File: src/rtl/pipeline_hazard_ctrl.sv
// Hazard/sequencing controller for the 4-stage pipeline: load-use and MUL stalls, branch flushes, forwarding.
// Optional perf counters are built only when HAZARD_PERF_EN is defined.
module pipeline_hazard_ctrl #(
  parameter int unsigned RAW        = 3,
  parameter int unsigned MUL_CYCLES = 4,
  parameter int unsigned CNT_W      = 16
) (
  input  logic             clk,
  input  logic             reset,
  input  logic             id_valid,
  input  logic [RAW-1:0]   id_rs1,
  input  logic [RAW-1:0]   id_rs2,
  input  logic             id_uses_rs2,
  input  logic             id_is_mul,
  input  logic             ex_valid,
  input  logic [RAW-1:0]   ex_rd,
  input  logic             ex_we,
  input  logic             ex_is_load,
  input  logic             ex_branch_taken,
  input  logic             wb_valid,
  input  logic [RAW-1:0]   wb_rd,
  input  logic             wb_we,
  output logic             pc_we,
  output logic             ifid_we,
  output logic             ifid_flush,
  output logic             idex_bubble,
  output logic [1:0]       fwd_a,
  output logic [1:0]       fwd_b,
  output logic             busy,
  output logic [CNT_W-1:0] stall_cnt,
  output logic [CNT_W-1:0] flush_cnt
);

  localparam int unsigned CW = $clog2(MUL_CYCLES);
  // Entry cycle stalls in RUN, then MUL_CYCLES-1 busy cycles stall before the cnt==0 release.
  localparam logic [CW-1:0] CNT_LOAD = CW'(MUL_CYCLES - 1);

  typedef enum logic [1:0] {RUN = 2'd0, MUL_BUSY = 2'd1} state_t;

  state_t        state_q, state_d;
  logic [CW-1:0] cnt_q, cnt_d;
  logic          br, lu, mul_req;
  logic          ex_fwd_ok, wb_fwd_ok;

  assign br        = ex_branch_taken & ex_valid;
  assign mul_req   = id_valid & id_is_mul;
  assign ex_fwd_ok = ex_valid & ex_we & ~ex_is_load;
  assign wb_fwd_ok = wb_valid & wb_we;
  assign lu        = ex_valid & ex_is_load & ex_we & (ex_rd != '0) & id_valid
                   & ((ex_rd == id_rs1) | (id_uses_rs2 & (ex_rd == id_rs2)));

  always_ff @(posedge clk or negedge reset) begin
    if (!reset) begin
      state_q <= RUN;
      cnt_q   <= '0;
    end else begin
      state_q <= state_d;
      cnt_q   <= cnt_d;
    end
  end

  always_comb begin
    state_d = state_q;
    cnt_d   = cnt_q;
    case (state_q)
      RUN: begin
        if (!br && !lu && mul_req) begin
          state_d = MUL_BUSY;
          cnt_d   = CNT_LOAD;
        end
      end
      MUL_BUSY: begin
        if (br) begin
          state_d = RUN;
          cnt_d   = '0;
        end else if (cnt_q != '0) begin
          cnt_d = cnt_q - CW'(1);
        end else begin
          state_d = RUN;
        end
      end
      default: begin
        state_d = RUN;
        cnt_d   = '0;
      end
    endcase
  end

  always_comb begin
    pc_we       = 1'b1;
    ifid_we     = 1'b1;
    ifid_flush  = 1'b0;
    idex_bubble = 1'b0;
    busy        = 1'b0;
    fwd_a       = 2'b00;
    fwd_b       = 2'b00;
    if (!reset) begin
      pc_we       = 1'b0;
      ifid_we     = 1'b0;
      ifid_flush  = 1'b1;
      idex_bubble = 1'b1;
    end else begin
      if (id_rs1 != '0) begin
        if (ex_fwd_ok && ex_rd == id_rs1)      fwd_a = 2'b01;
        else if (wb_fwd_ok && wb_rd == id_rs1) fwd_a = 2'b10;
      end
      if (id_uses_rs2 && id_rs2 != '0) begin
        if (ex_fwd_ok && ex_rd == id_rs2)      fwd_b = 2'b01;
        else if (wb_fwd_ok && wb_rd == id_rs2) fwd_b = 2'b10;
      end
      busy = (state_q == MUL_BUSY);
      if (br) begin
        ifid_flush  = 1'b1;
        idex_bubble = 1'b1;
      end else if ((state_q == RUN && (lu || mul_req)) ||
                   (state_q == MUL_BUSY && cnt_q != '0)) begin
        pc_we       = 1'b0;
        ifid_we     = 1'b0;
        idex_bubble = 1'b1;
      end
    end
  end

`ifdef HAZARD_PERF_EN
  logic [CNT_W-1:0] stall_q, flush_q;

  always_ff @(posedge clk or negedge reset) begin
    if (!reset) begin
      stall_q <= '0;
      flush_q <= '0;
    end else begin
      if (!pc_we && stall_q != '1) stall_q <= stall_q + CNT_W'(1);
      if (br && flush_q != '1)     flush_q <= flush_q + CNT_W'(1);
    end
  end

  assign stall_cnt = stall_q;
  assign flush_cnt = flush_q;
`else
  assign stall_cnt = '0;
  assign flush_cnt = '0;
`endif

endmodule

File: config.mk
export PLATFORM = sky130hd
export DESIGN_NAME = pipeline_hazard_ctrl
export DESIGN_NICKNAME = d
export VERILOG_FILES = /design/src/rtl/pipeline_hazard_ctrl.sv
export SDC_FILE = /design/constraint.sdc
export NUM_CORES = 1
export LEC_CHECK = 0
export ABC_AREA = 1
export CORE_MARGIN = 4
export CORE_UTILIZATION = 28
export DETAILED_ROUTE_END_ITERATION = 12
export HOLD_SLACK_MARGIN = 0.08
export PLACE_DENSITY = 0.75
export SLEW_MARGIN = 5
export SYNTH_ARGS = -nofsm -noshare
export SYNTH_HDL_FRONTEND = slang
export SYNTH_SLANG_ARGS = --single-unit
File: constraint.sdc
create_clock -name clk -period 1.2 [get_ports clk]
set_input_delay 0.12 -clock clk [delete_from_list [all_inputs] [get_ports clk]]
set_output_delay 0.12 -clock clk [all_outputs]
set_load 0.01 [all_outputs]
==> summary.txt <==
Outcome
  – Status: complete, but fails checks
  – Failing checks: setup timing

Worst setup path
  – Crit path DAT: between 1 and 1.5 ns
  – CP startpoint kind: register
  – Critical path class: reg2out
  – Critical path capture point type: output pin
  – Worst path bufs/invs: 2
  – Reg2reg setup slack: 0.12 ns
  – RR Startpoint: cnt_q[1]
  – Slowest-stage cell, CP: dfrtp_1
  – Maximum fanout along the worst path: 2
  – Worst reg2reg path depth: 5
  – Crit-path max cell delay: ~0.36 ns
  – Crit-path cells: inv_1 -> ha_2 -> nor2_2 -> a31oi_1 -> nand2_1 -> a21oi_2 -> buf_2
  – Req. time, crit path: 1.08 ns
  – CP top delay family: flip-flops
  – R2r endpoint: cnt_q[1]

Clock network
  – Clock latency on the worst-skew pair: between 0.2 and 0.25 ns
  – TritonCTS clock tree: done
  – Clock transition at path regs: 0.04 ns
  – Cts bufs inserted: 3
  – CTS Sinks: 3
  – Clock root buffer: clkbuf_4
  – H-tree levels: 1
  – Max clock buf depth: 2

Global route
  – GRT Util Overall: 9.928%
  – First-pass GRT wire length: 2766 µm
  – Vias in the first global route: 685
  – Initial antenna violation count: 0
  – Largest net degree at the start of global routing: 5
  – Grt total ovfl: 0

Power
  – Total power: 0.001019 W
  – PwrDens: approximately 900 nW/µm²
  – Max IR drop VDD: 569.3 µV
  – LEAKAGE: 0.6437 nW

Place
  – Dpl cell area: 1056 µm²
  – Port bufs: 31
  – DPL Wire Length: between 1500 and 2000 µm
  – Placed insts: between 150 and 200
  – Routability Congestion: between 0.8 and 0.9

Timing
  – Slew Viols, Final: 0
  – Fin Setup TNS: -0.9663 ns
  – Clock skew: between 0.00002 and 0.000025 ns
  – Final setup margin: -0.3646 ns
  – Unrepaired setup endpoints after global routing: true
  – Hold Vio Cnt, Final: 0
  – Maximum clock rate: between 600 and 700 MHz
  – Fin crit period: ~1.6 ns
  – Finish-stage setup viols: 3
  – Final critical-path share of the clock period: 130.4%

Drt
  – Drt pass-1 iters: 4
  – Vias per cell: 3.959
  – Initial DRC count: 13
  – ANT nets after route: 0
  – DRT Wirelength: 1884 µm
  – Routed length per instance: between 9 and 10 µm
  – Drt drc: 0
  – Via count: 776

Synthesis
  – Synth warn: 0
  – Synth Area per Inst: about 6.3 µm²
  – Distinct cell type count after synthesis: 23
  – Mapped Area: ~740 µm²
  – Yosys reg bits: 3
  – Post-synthesis sequential area ratio: around a tenth
  – Gate Count Post-Synth: ~120

Die
  – DIE AREA: about 3500 µm²
  – DIE HEIGHT: ~59 µm
  – I/O pin total: 64
  – Die width: about 60 µm
  – Core Region: between 2000 and 2500 µm²
  – Row cnt: 18
  – Starting Density: 29.53%

Layout
  – Final Instance Area: 1102 µm²
  – Layout area overhead: 49.32%
  – Share of layout cells above drive strength 1: between 30% and 40%
  – Nets: between 150 and 200
  – Post-layout util: around 44%
  – Post-Layout Cell Count: roughly 200
  – Diode count: 0
  – FILL cells: 277

Run
  – Maxcap violations: 0

Hold path
  – Worst Hold Path Cells: 5
  – Hold Startpoint: ex_valid
  – Worst Hold Class: in2reg
  – Hold EP: state_q[0]
## final cells by class
class | count | area (µm²) | area share, %
Timing Repair Buffer | 47 | 341.6 | 30.99
Sequential cell | 3 | 75.07 | 6.810
Clock buffer | 4 | 26.28 | 2.384
Inverter | 13 | 48.80 | 4.427
Multi-Input combinational cell | 99 | 573.1 | 51.99
Tap cell | 30 | 37.54 | 3.405
## through the flow
step / hold WS [ns] / setup WS (ns)
after floorplan: -0.1756 / -0.1213
after global placement: 0.4989 / -0.7574
after detailed placement: 0.5081 / -0.7907
after CTS: 0.4267 / -0.3542
after global routing: 0.4223 / -0.4578
final: 0.4026 / -0.3646
## flip-flops by register name, indices dropped and copies added, names as in the netlist
name,cells
cnt_q,2
state_q,1
## placed cells by master, fill, tap and decap left out, types with 2 or more instances in the layout
cell type        instances
buf_2                   13
buf_4                   15
clkbuf_2                 5
clkbuf_4                 3
clkdlybuf4s15_1          5
clkdlybuf4s50_1          2
conb_1                  32
dfrtp_1                  3
dlygate4sd2_1            4
inv_1                   12
nand2_1                 23
nand2_2                  4
nand3_1                  5
nand3_2                  2
nand4_1                  3
nor2_1                   6
nor2_2                   3
o21ai_0                  2
xnor2_1                  2
xnor2_2                  5
## per-layer routing
layer	global-route usage [%]	vias to the layer above	wire [µm]
li1	-	403	-
met5	0	-	0
met1	12.70	334	775
met3	1.743	0	219
met2	16.85	39	889
met4	2.913	0	0
## worst max path at each step
stage	from	slack [ns]	cells after the start	to
floorplan	cnt_q[0]	-0.12	7	pc_we
global placement	ex_rd[0]	-0.76	7	pc_we
detailed placement	ex_rd[1]	-0.79	10	pc_we
CTS	cnt_q[0]	-0.35	7	pc_we
global route	cnt_q[0]	-0.46	7	pc_we
finish	cnt_q[1]	-0.36	7	ifid_we
## worst reg2reg max path, stage by stage, from the launching register on
cell and delay, ns:
dfrtp_1 0.36, inv_1 0.07, ha_2 0.27, o21ai_0 0.19
nand2_1 0.07, nand2_1 0.06
## power breakdown
group	internal (W)	switching (W)
registers	0.000150	0.0000244
logic	0.000322	0.000352
clock network	0.000124	0.0000461
total	0.000596	0.000422
## cells by family (layout without fill, tap and decap cells)
family,count (synthesis),count (layout),synth area share (%)
simple gates,51,51,31.86
buf+inv,46,64,40.17
xor+xnor,8,8,9.492
compound gates,7,7,6.103
flops,3,3,10.17
fa+ha+maj,1,1,1.695
other cells,1,32,0.5080
## repair_timing
| action | in CTS | in global routing |
|---|---|---|
| resized for setup | 79 | 26 |
| setup endpoints to repair | 11 | 11 |
| pin swaps | 11 | 14 |
| endpoints found under the hold margin | 3 | 0 |
| hold buffers | 1 | 0 |
| setup buffers | 0 | 2 |
## cell usage after synthesis
cell | n | area [µm²]
a21oi_1 | 1 | 5.000
nand3_2 | 1 | 10.01
nor4_1 | 2 | 12.51
xor2_1 | 1 | 8.760
dfrtp_1 | 3 | 75.07
o31ai_1 | 1 | 7.510
xnor2_1 | 7 | 61.31
nand3_1 | 6 | 30.03
conb_1 | 1 | 3.750
or2_2 | 1 | 6.260
nor2_1 | 9 | 33.78
nand4_1 | 3 | 18.77
ha_1 | 1 | 12.51
nand2_1 | 23 | 86.33
inv_1 | 13 | 48.80
a31oi_1 | 1 | 6.260
nand2_2 | 4 | 25.02
o21ai_0 | 2 | 10.01
nor3b_1 | 1 | 7.510
buf_4 | 33 | 247.7
o31a_1 | 1 | 8.760
o211ai_1 | 1 | 7.510
nor3_1 | 1 | 5.000
No activity file was read; power rests on OpenSTA's default activity.
